===== src/rtl/mac_sequencer_pkg.sv =====
// Shared convolver definitions: MAC FSM encoding, accumulator width and saturation limits.
// Pure declarations; no logic, no latency, no flow control.
package mac_sequencer_pkg;

    typedef enum logic {
        ST_ACCUM = 1'b0,
        ST_DONE  = 1'b1
    } state_e;

    // The accumulator is sized so that KERNEL_SIZE full-scale products can never wrap.
    function automatic int acc_width(input int data_width, input int kernel_size);
        return data_width + $clog2(kernel_size);
    endfunction

    function automatic longint sat_hi(input int data_width);
        return (longint'(1) <<< (data_width - 1)) - longint'(1);
    endfunction

    function automatic longint sat_lo(input int data_width);
        return -(longint'(1) <<< (data_width - 1));
    endfunction

endpackage


===== src/rtl/mult.sv =====
// Signed fixed-point multiplier: keeps the DATA_WIDTH bits above FRAC_BIT (floor, no saturation).
// Latency: combinational. Backpressure: none.
module mult #(
    parameter int DATA_WIDTH = 16,
    parameter int FRAC_BIT   = 8
) (
    input  logic signed [DATA_WIDTH-1:0] a_i,
    input  logic signed [DATA_WIDTH-1:0] b_i,
    output logic signed [DATA_WIDTH-1:0] p_o
);

    logic signed [2*DATA_WIDTH-1:0] prod_full;

    assign prod_full = a_i * b_i;
    // Arithmetic shift then truncate gives bits [DATA_WIDTH+FRAC_BIT-1:FRAC_BIT].
    assign p_o       = DATA_WIDTH'(prod_full >>> FRAC_BIT);

endmodule


===== src/rtl/mac_sequencer.sv =====
// Kernel MAC: accumulates KERNEL_SIZE pixel*weight pairs and emits one saturated sum.
// Latency: result valid 1 cycle after the last pair. Backpressure: in_ready drops while a result waits on out_ready.
module mac_sequencer #(
    parameter int DATA_WIDTH  = 16,
    parameter int FRAC_BIT    = 8,
    parameter int KERNEL_SIZE = 9
) (
    input  logic                  clk,
    input  logic                  reset,
    input  logic                  clear,
    input  logic                  in_valid,
    output logic                  in_ready,
    input  logic [DATA_WIDTH-1:0] pixel,
    input  logic [DATA_WIDTH-1:0] weight,
    output logic                  out_valid,
    input  logic                  out_ready,
    output logic [DATA_WIDTH-1:0] out_data,
    output logic                  busy
);

    import mac_sequencer_pkg::*;

    localparam int CNT_W     = $clog2(KERNEL_SIZE);
    localparam int ACC_WIDTH = acc_width(DATA_WIDTH, KERNEL_SIZE);
    localparam logic signed [ACC_WIDTH-1:0] SAT_HI = ACC_WIDTH'(sat_hi(DATA_WIDTH));
    localparam logic signed [ACC_WIDTH-1:0] SAT_LO = ACC_WIDTH'(sat_lo(DATA_WIDTH));
    localparam logic [CNT_W-1:0] CNT_LAST = CNT_W'(KERNEL_SIZE - 1);

    state_e                        state_q, state_d;
    logic        [CNT_W-1:0]       count_q, count_d;
    logic signed [ACC_WIDTH-1:0]   acc_q, acc_d;
    logic        [DATA_WIDTH-1:0]  out_data_q, out_data_d;

    logic signed [DATA_WIDTH-1:0]  prod;
    logic signed [ACC_WIDTH-1:0]   prod_ext;
    logic signed [ACC_WIDTH-1:0]   acc_base;
    logic signed [ACC_WIDTH-1:0]   sum;
    logic        [DATA_WIDTH-1:0]  sum_sat;

    mult #(
        .DATA_WIDTH (DATA_WIDTH),
        .FRAC_BIT   (FRAC_BIT)
    ) u_mult (
        .a_i (pixel),
        .b_i (weight),
        .p_o (prod)
    );

    assign prod_ext = {{CNT_W{prod[DATA_WIDTH-1]}}, prod};
    // First pair of a kernel loads rather than adds, so no stale sum can leak in.
    assign acc_base = (count_q == '0) ? '0 : acc_q;
    assign sum      = acc_base + prod_ext;

    always_comb begin
        sum_sat = DATA_WIDTH'(sum);
        if (sum > SAT_HI) begin
            sum_sat = DATA_WIDTH'(SAT_HI);
        end else if (sum < SAT_LO) begin
            sum_sat = DATA_WIDTH'(SAT_LO);
        end
    end

    always_comb begin
        state_d    = state_q;
        count_d    = count_q;
        acc_d      = acc_q;
        out_data_d = out_data_q;
        if (clear) begin
            state_d = ST_ACCUM;
            count_d = '0;
            acc_d   = '0;
        end else begin
            unique case (state_q)
                ST_ACCUM: begin
                    if (in_valid) begin
                        acc_d = sum;
                        if (count_q == CNT_LAST) begin
                            out_data_d = sum_sat;
                            count_d    = '0;
                            state_d    = ST_DONE;
                        end else begin
                            count_d = count_q + CNT_W'(1);
                        end
                    end
                end
                ST_DONE: begin
                    if (out_ready) begin
                        state_d = ST_ACCUM;
                    end
                end
                default: state_d = ST_ACCUM;
            endcase
        end
    end

    always_ff @(posedge clk) begin
        if (reset) begin
            state_q    <= ST_ACCUM;
            count_q    <= '0;
            acc_q      <= '0;
            out_data_q <= '0;
        end else begin
            state_q    <= state_d;
            count_q    <= count_d;
            acc_q      <= acc_d;
            out_data_q <= out_data_d;
        end
    end

    assign in_ready  = (state_q == ST_ACCUM);
    assign out_valid = (state_q == ST_DONE);
    assign out_data  = out_data_q;
    assign busy      = (count_q != '0) || (state_q == ST_DONE);

endmodule


===== config.mk =====
export PLATFORM = sky130hd
export DESIGN_NAME = mac_sequencer
export DESIGN_NICKNAME = d
export VERILOG_FILES = /design/src/rtl/mac_sequencer_pkg.sv /design/src/rtl/mult.sv /design/src/rtl/mac_sequencer.sv
export SDC_FILE = /design/constraint.sdc
export NUM_CORES = 1
export LEC_CHECK = 0
export BUFFER_PORTS_ARGS = -buffer_cell sky130_fd_sc_hd__buf_2
export CORE_ASPECT_RATIO = 0.6
export CORE_MARGIN = 2
export CORE_UTILIZATION = 40
export DETAILED_ROUTE_END_ITERATION = 8
export PLACE_DENSITY = 0.69
export SYNTH_ARGS = -nofsm -noshare
export SYNTH_HDL_FRONTEND = slang
export SYNTH_SLANG_ARGS = --single-unit

===== constraint.sdc =====
create_clock -name clk -period 11.96 [get_ports clk]
set_input_delay 3.588 -clock clk [delete_from_list [all_inputs] [get_ports clk]]
set_output_delay 3.588 -clock clk [all_outputs]
set_load 0.05 [all_outputs]

==> results of run 1 <==
## layout by cell type (no fill, tap or decap), types with 3 or more instances in the layout
cell type	n
nand3_1	6
xnor3_1	4
a211oi_2	10
buf_2	50
buf_4	52
o21bai_1	3
and4_1	3
fa_1	187
dfxtp_1	41
xnor2_1	27
a21o_1	16
nor2_1	50
o21ai_0	5
inv_1	251
clkbuf_4	5
clkbuf_16	5
a21oi_2	6
nand2b_1	5
buf_12	3
nor3_1	12
and3_1	4
nor2b_1	7
and2_1	126
a21oi_1	40
nand2_1	172
o21a_1	11
ha_1	88
o21ai_1	4
xor2_1	8
o211a_1	3
a211oi_1	9
## registers in the layout, indices dropped and copies added (netlist names)
| signal | flops |
|---|---|
| acc_q | 20 |
| out_data | 16 |
| out_valid | 1 |
| count_q | 4 |
## synth_stat cells, types with 3 or more instances
cell type,instances,area [um^2]
clkbuf_1,43,161
inv_1,251,942
a31oi_1,3,18.8
o21ai_0,9,45.0
ha_1,90,1130
a21oi_1,46,230
and3_1,4,25.0
a211oi_2,10,125
a21o_1,16,120
nand2b_1,5,31.3
nand2_1,173,649
o21bai_1,3,22.5
xor2_1,9,78.8
xnor2_1,29,254
o21a_1,11,82.6
a211oi_1,9,67.6
dfxtp_1,41,821
nor2_1,50,188
nor3_1,12,60.1
xnor3_1,4,90.1
fa_1,187,3740
o211a_1,3,30.0
and4_1,3,26.3
nor2b_1,7,43.8
nand3_1,6,30.0
and2_1,126,788
## metrics by stage
stage / setup WS [ns] / hold WS [ns] / utilization / TNS, ns / instances
after global routing: -0.0887 / 0.466 / 0.455 / -0.956 / 1588
after floorplan: 0.198 / 0.432 / - / 0 / 1188
after CTS: 0.129 / 0.451 / 0.449 / 0 / 1585
after detailed placement: -0.128 / 0.442 / 0.441 / -1.73 / 1577
final: 0.302 / 0.451 / 0.455 / 0 / 1588
after global placement: -0.0672 / 0.437 / 0.441 / -0.848 / 1577
## critical path, delay by kind of cell
family          cells  cell delay, ns
compound gates     13            2.51
xor+xnor            3            0.47
fa+ha+maj           8            3.64
buf+inv             8            0.88
simple gates        5            0.77
## repair_timing
action,in CTS,in global routing
endpoints found under the setup margin,0,17
setup buffers,0,2
gates resized for setup,0,31
## path summary, 6_finish.rpt
check        cells past startpoint          end        from  slack (ns)
min reg2reg                      2     acc_q[6]    acc_q[6]        0.45
min                              2     acc_q[6]    acc_q[6]        0.45
max reg2reg                     20  out_data[2]  count_q[0]        7.47
max                             37  out_data[2]   weight[4]        0.30
## per-layer routing
metal	wire length (um)	vias up	share of wire
met3	1160	16	0.047
met5	0	-	0
li1	-	3734	-
met4	178	0	0.0073
met1	12100	3967	0.50
met2	11000	176	0.45
## area by class of cell
type | count | area [um^2] | share of cell area
clock buffers | 5 | 125 | 0.0109
clock inverters | 3 | 68.8 | 0.00602
inverters | 251 | 942 | 0.0824
multi-input cells | 848 | 8320 | 0.727
flip-flops and latches | 41 | 821 | 0.0718
well taps | 329 | 412 | 0.0360
repair buffers | 111 | 749 | 0.0655
## cell families (layout without fill, tap and decap cells)
kind of cell / count (synthesis) / in the layout / share of synthesized area
buffers and inverters: 299 / 370 / 0.112
xor gates and xnor gates: 43 / 43 / 0.0432
adders and majority gates: 278 / 278 / 0.481
DFF: 41 / 41 / 0.0808
AOI/OAI and AO/OA: 129 / 129 / 0.0919
and+or+nand+nor: 396 / 396 / 0.189
muxes: 2 / 2 / 0.00197
==> reports/metrics.cfg, run 1 <==
[grt]
track_usage = 0.196
overflow = 0
grt_util_met3 = 0.0209
top_usage_layer = met2
grt_use_met1 = 0.292
antenna_found_initial = 0
grt_pass1_vias = 8439
grt_first_pass_wirelength_um = 42100
grt_use_met2 = 0.321
grt_max_degree = 28

[clock_network]
clock_path_buffers = 2
clock-sinks = 41
cts_buffers = 5
worstSkewPairLatency_ns = 0.29
root_buffer = clkbuf_16
clk_pin_slew_ns = 0.06
ctsHtreeMaxLevel = 2
cts_tree = done
cts-hold-fix-buffers = 0

[timing]
max_freq_mhz = 85.8
min_period_over_period = 0.975
setup_viol = 0
drv_slew = 0
fin_crit_ns = 11.66
fin_skew_ns = 0.00252
worstMarginPinSlew_ns = 1.11
timing_hold_violations_final = 0
max-slew-margin-rel = 0.259

[routing]
vias = 7893
routed_wl_um = 24500
post_drt_wl_per_cell_um = 15.4
first_pass_iters = 5
drtIter0Drc = 455
antenna_left = 0
drc_errors = 0
vias_per_cell = 4.97

[yosys]
ys_seq_elements = 41
synth_cell_type_count = 54
yosysWarnings = 0
synth_edf_count = 0
synth_area_per_cell_um2 = 8.55
netlist_area_mm2 = 0.0102
dominantRegCellSynth = dfxtp_1
synth-seq-area-share = 0.0808
syn_nets = 1502
syn_inst = 1188
synth-async-reset-ratio = 0

[place]
port_buffers = 55
place_area_mm2 = 0.0111
place.gp.congestion = 0.879
dp_hpwl_um = 20700

[hold_path]
hold_path.class = reg2reg

[worst_setup_path]
cpPeakStageDelay_ns = 0.54
critPathArrivalTime_ns = 11.87
path_max_fanout = 10
crit_path_frequent_cell = fa_1
setup.worst_path.end_class = register
crit_slowest_cell = fa_1
cp-start-kind = input pin
critPathKind = in2reg
crit_required_ns = 12.17

[floorplan]
dieHeight_um = 127
dieArea_mm2 = 0.0267
start_util = 0.405
fp-row-count = 45
io_pins = 56
die_x_um = 210
coreArea_mm2 = 0.0251

[run_status]
outcome = complete, no violations

[flow_run]
max_cap_viol_count = 0

[layout]
area_delta_synth_final_pct = 12.6
fillCellCount = 2433
insertedDiodeCount = 0
final_area_mm2 = 0.0114
layout.nets = 1572
drive_gt1_frac = 0.124

Power of run 1 is left out: the tool's default activity adds up to more than one toggle a clock period on the data nets, which glitch-free logic cannot reach.
==> run 2: changes to the inputs <==
--- a/config.mk
+++ b/config.mk
@@ -8,9 +8,9 @@
 export BUFFER_PORTS_ARGS = -buffer_cell sky130_fd_sc_hd__buf_2
 export CORE_ASPECT_RATIO = 0.6
 export CORE_MARGIN = 2
-export CORE_UTILIZATION = 40
+export CORE_UTILIZATION = 58
 export DETAILED_ROUTE_END_ITERATION = 8
-export PLACE_DENSITY = 0.69
+export PLACE_DENSITY = 0.9
 export SYNTH_ARGS = -nofsm -noshare
 export SYNTH_HDL_FRONTEND = slang
 export SYNTH_SLANG_ARGS = --single-unit
==> reports/metrics.cfg, run 2 (synthesis results as in run 1) <==
[worst_setup_path]
crit_required_ns = 12.12  ; -0.05 ns
critPathArrivalTime_ns = 12.03  ; +0.16 ns
cp-start-kind = input pin
setup.worst_path.end_class = register
path_buf_inv = 6  ; -2
critPathKind = in2reg
path_max_fanout = 12  ; +2
cpPeakStageDelay_ns = 0.55  ; about the same
critical-path-top-delay-family = adder cells
crit_path_frequent_cell = fa_1
crit_slowest_cell = fa_1

[run_status]
outcome = complete, no violations

[floorplan]
io_pins = 56  ; unchanged
dieArea_mm2 = 0.0186  ; -30%
coreArea_mm2 = 0.0171  ; -32%
die_x_um = 175  ; -17%
start_util = 0.593  ; +0.189
fp-row-count = 37  ; -18%
dieHeight_um = 107  ; -16%

[flow_run]
max_cap_viol_count = 0  ; unchanged

[grt]
grt_max_degree = 28  ; unchanged
overflow = 0  ; unchanged
grt_first_pass_wirelength_um = 42200  ; +0.34%
antenna_found_initial = 0  ; unchanged
grt_pass1_vias = 8912  ; +5.6%
track_usage = 0.283  ; +0.0863

[place]
port_buffers = 55  ; unchanged
dp_hpwl_um = 20800  ; +0.40%
place.gp.congestion = 0.946  ; +7.7%

[layout]
layout.nets = 1573  ; +0.064%
layout_common_cells = 250 x inv_1, 185 x fa_1, 173 x nand2_1
multiInputGateArea_mm2 = 0.00844  ; +1.4%
final_common_cell = inv_1
largest_register_ffs = 20  ; unchanged
regArea_um2 = 821  ; unchanged
drive_gt1_frac = 0.135  ; +0.0110
fillCellCount = 1249  ; -49%
insertedDiodeCount = 0  ; unchanged
area_delta_synth_final_pct = 12.8
regMostFlops = acc_q

[timing]
drv_slew = 0  ; unchanged
worstMarginPinSlew_ns = 1.07  ; -0.0414 ns
fin_skew_ns = 0.00623  ; +0.00371 ns
fin_crit_ns = 11.87  ; +0.208 ns
max-slew-margin-rel = 0.287  ; +0.0277
min_period_over_period = 0.992  ; +0.0174
max_freq_mhz = 84.3  ; -1.8%
setup_viol = 0  ; unchanged
final.setup.tns_ns = 0  ; unchanged
timing_hold_violations_final = 0  ; unchanged

[routing]
dr_wl_met3_um = 2190  ; +90%
vias = 8436  ; +6.9%
routed_wl_um = 26800  ; +9.7%
met1_length_um = 11100  ; -8.5%
highest-signal-layer = met4
drtIter0Drc = 764  ; +68%
vias_per_cell = 5.65  ; +14%
post_drt_wl_per_cell_um = 18.0  ; +17%
first_pass_iters = 8  ; +3
wl_met2_um = 13000  ; +18%
antenna_left = 0  ; unchanged
drc_errors = 0  ; unchanged

[clock_network]
root_buffer = clkbuf_16
clk_pin_slew_ns = 0.06  ; about the same
ctsHtreeMaxLevel = 2  ; unchanged
cts-hold-fix-buffers = 0  ; unchanged
cts_buffers = 5  ; unchanged
clock_path_buffers = 2  ; unchanged
cts_tree = done
clock-sinks = 41  ; unchanged
worstSkewPairLatency_ns = 0.29  ; about the same

[hold_path]
hold_path.class = reg2reg

run 2: final cells by class:
type	instances	area share
Sequential cell	41	0.0716
Clock buffer	5	0.0109
Inverter	251	0.0822
Multi-Input combinational cell	848	0.736
Tap cell	234	0.0255
Clock inverter	3	0.00600
Timing Repair Buffer	112	0.0675
run 2: per-stage QoR:
stage | cell area (um^2) | std cells | utilization | hold slack [ns] | worst slack (ns)
final | 11500 | 1494 | 0.669 | 0.449 | 0.0937
after detailed placement | 10900 | 1476 | 0.637 | 0.445 | -0.257
after floorplan | 10200 | 1188 | - | 0.432 | 0.198
after global placement | 10900 | 1476 | 0.637 | 0.437 | 0.0835
after CTS | 11100 | 1484 | 0.648 | 0.455 | 0.00538
after global routing | 11500 | 1494 | 0.669 | 0.478 | -0.164
run 2: routing by layer:
metal,GRT usage,up-vias
met2,0.483,421
met5,0,-
met1,0.383,4204
met4,0.0542,0
met3,0.0486,68
li1,-,3743
run 2: path summary, 6_finish.rpt:
check                           depth (start not counted)  slack, ns     endpoint       start
worst max register to register                         20       7.21  out_data[8]  count_q[0]
worst min register to register                          2       0.45    acc_q[16]   acc_q[16]
worst min-delay path                                    2       0.45    acc_q[16]   acc_q[16]
worst max-delay path                                   37       0.09  out_data[5]   weight[2]
run 2: tightest hold or removal path, stage by stage, from the launching register on:
cell	delay (ns)
dfxtp_1	0.30
nand2_1	0.05
a21oi_1	0.05
run 2: what timing repair did:
| action | CTS | global route |
|---|---|---|
| gates resized for setup | 0 | 58 |
| setup buffers | 0 | 8 |
| endpoints found under the setup margin | 0 | 17 |
Power of run 2 is left out for the same reason.
==> run 3: changes to the inputs <==
--- a/config.mk
+++ b/config.mk
@@ -8,9 +8,10 @@
 export BUFFER_PORTS_ARGS = -buffer_cell sky130_fd_sc_hd__buf_2
 export CORE_ASPECT_RATIO = 0.6
 export CORE_MARGIN = 2
-export CORE_UTILIZATION = 58
+export CORE_UTILIZATION = 59
+export CTS_BUF_LIST = sky130_fd_sc_hd__clkbuf_8
 export DETAILED_ROUTE_END_ITERATION = 8
-export PLACE_DENSITY = 0.9
+export PLACE_DENSITY = 0.91
 export SYNTH_ARGS = -nofsm -noshare
 export SYNTH_HDL_FRONTEND = slang
 export SYNTH_SLANG_ARGS = --single-unit
==> reports/metrics.cfg, run 3 (synthesis results as in run 1) <==
[hold_path]
hp-start = acc_q[16]
hold_path.class = reg2reg
hold-path-endpoint = acc_q[16]
min_path_cells = 2  ; unchanged

[place]
dp_hpwl_um = 20300  ; -2.5%
place.gp.congestion = 0.927  ; -2.1%
port_buffers = 55  ; unchanged

[timing]
setup_viol = 0  ; unchanged
min_period_over_period = 0.987  ; -0.00551
fin_crit_ns = 11.80  ; -0.0659 ns
final.setup.tns_ns = 0  ; unchanged
timing_hold_violations_final = 0  ; unchanged
drv_slew = 0  ; unchanged
worstMarginPinSlew_ns = 1.09  ; +0.0256 ns
max-slew-margin-rel = 0.270  ; -0.0171
max_freq_mhz = 84.7  ; +0.56%
fin_skew_ns = 0.00525  ; -0.000984 ns

[layout]
area_delta_synth_final_pct = 10.8
drive_gt1_frac = 0.124  ; -0.0107
largest_register_ffs = 20  ; unchanged
regArea_um2 = 821  ; unchanged
multiInputGateArea_mm2 = 0.00834  ; -1.1%
regMostFlops = acc_q
fillCellCount = 1261  ; +0.96%
layout_common_cells = 251 x inv_1, 186 x fa_1, 173 x nand2_1
layout.nets = 1569  ; -0.25%
fin_util = 0.662  ; -0.00676
final_common_cell = inv_1

[worst_setup_path]
r2r_start = count_q[0]
critPathArrivalTime_ns = 12.03  ; about the same
crit_required_ns = 12.19  ; +0.07 ns
crit_path_frequent_cell = fa_1
rr_endpoint = out_data[13]
crit_slowest_cell = fa_1
critPathKind = in2reg
cpPeakStageDelay_ns = 0.60  ; +0.05 ns
reg2reg_depth = 19  ; -5.0%
cp-start-kind = input pin
path_max_fanout = 9  ; -3
setup.worst_path.end_class = register
r2r_slack_ns = 7.29  ; +0.08 ns

[routing]
post_drt_wl_per_cell_um = 17.1  ; -5.0%
vias = 8250  ; -2.2%
routed_wl_um = 25400  ; -5.2%
antenna_left = 0  ; unchanged
vias_per_cell = 5.53  ; -2.0%
first_pass_iters = 5  ; -3
drtIter0Drc = 773  ; +1.2%
drc_errors = 0  ; unchanged

[floorplan]
fp-row-count = 37  ; unchanged
io_pins = 56  ; unchanged
start_util = 0.598  ; +0.00485
dieArea_mm2 = 0.0183  ; -1.6%
dieHeight_um = 106  ; -0.82%
die_x_um = 173  ; -0.83%
coreArea_mm2 = 0.0170  ; -0.81%

[grt]
grt_pass1_vias = 8722  ; -2.1%
grt_max_degree = 28  ; unchanged
track_usage = 0.282  ; -0.000622
antenna_found_initial = 1  ; +1
overflow = 0  ; unchanged
grt_first_pass_wirelength_um = 41500  ; -1.7%

[clock_network]
cts_tree = done
clk_pin_slew_ns = 0.09  ; +0.03 ns
worstSkewPairLatency_ns = 0.31  ; +0.02 ns
cts-hold-fix-buffers = 0  ; unchanged
clock_path_buffers = 2  ; unchanged
cts_buffers = 5  ; unchanged
clock-sinks = 41  ; unchanged
root_buffer = clkbuf_8
ctsHtreeMaxLevel = 2  ; unchanged

[run_status]
outcome = complete, no violations

[flow_run]
max_cap_viol_count = 0  ; unchanged

## run 3: worst max-delay path, delay by kind of cell
kind | cells | cell delay [ns]
compound gates | 15 | 2.79
xor+xnor | 2 | 0.20
fa+ha+maj | 8 | 3.75
buf+inv | 8 | 0.93
mux | 1 | 0.26
simple gates | 4 | 0.47
## run 3: metrics by stage
step | worst slack, ns | cells | hold WS, ns | cell area [um^2]
4_1_cts | 0.0473 | 1482 | 0.457 | 11000
6_report | 0.160 | 1491 | 0.457 | 11300
2_1_floorplan | 0.198 | 1188 | 0.432 | 10200
3_3_place_gp | 0.0770 | 1474 | 0.439 | 10900
3_5_place_dp | -0.223 | 1474 | 0.445 | 10900
5_1_grt | -0.118 | 1491 | 0.477 | 11300
## run 3: cell type report
type,count,area share
tap,234,0.0260
multi-input combinational,848,0.741
inverter,251,0.0837
antenna,1,0.000222
sequential,41,0.0729
clock buffer,5,0.00612
clock inverter,3,0.00411
timing repair buffer,108,0.0656
## run 3: timing repair
item / in CTS / in global routing
buffers inserted: 0 / 6
resized for setup: 0 / 44
endpoints found under the setup margin: 0 / 18
## run 3: how the worst max path moves through the flow
stage | to | slack (ns) | startpoint | cells after the start
4_1_cts | out_data[10] | 0.05 | weight[1] | 36
2_1_floorplan | out_data[7] | 0.20 | pixel[4] | 36
3_5_place_dp | out_data[13] | -0.22 | weight[1] | 36
5_1_grt | out_data[13] | -0.12 | weight[1] | 36
3_3_place_gp | out_data[8] | 0.08 | weight[1] | 35
6_report | out_data[1] | 0.16 | weight[7] | 38
## run 3: layer usage
metal / up-vias / track usage / routed length [um]
met5: - / 0 / 0
met4: 0 / 0.0630 / 632
met3: 66 / 0.0534 / 2160
met2: 395 / 0.468 / 11800
met1: 4048 / 0.387 / 10800
li1: 3741 / - / -
Power of run 3 is left out for the same reason.
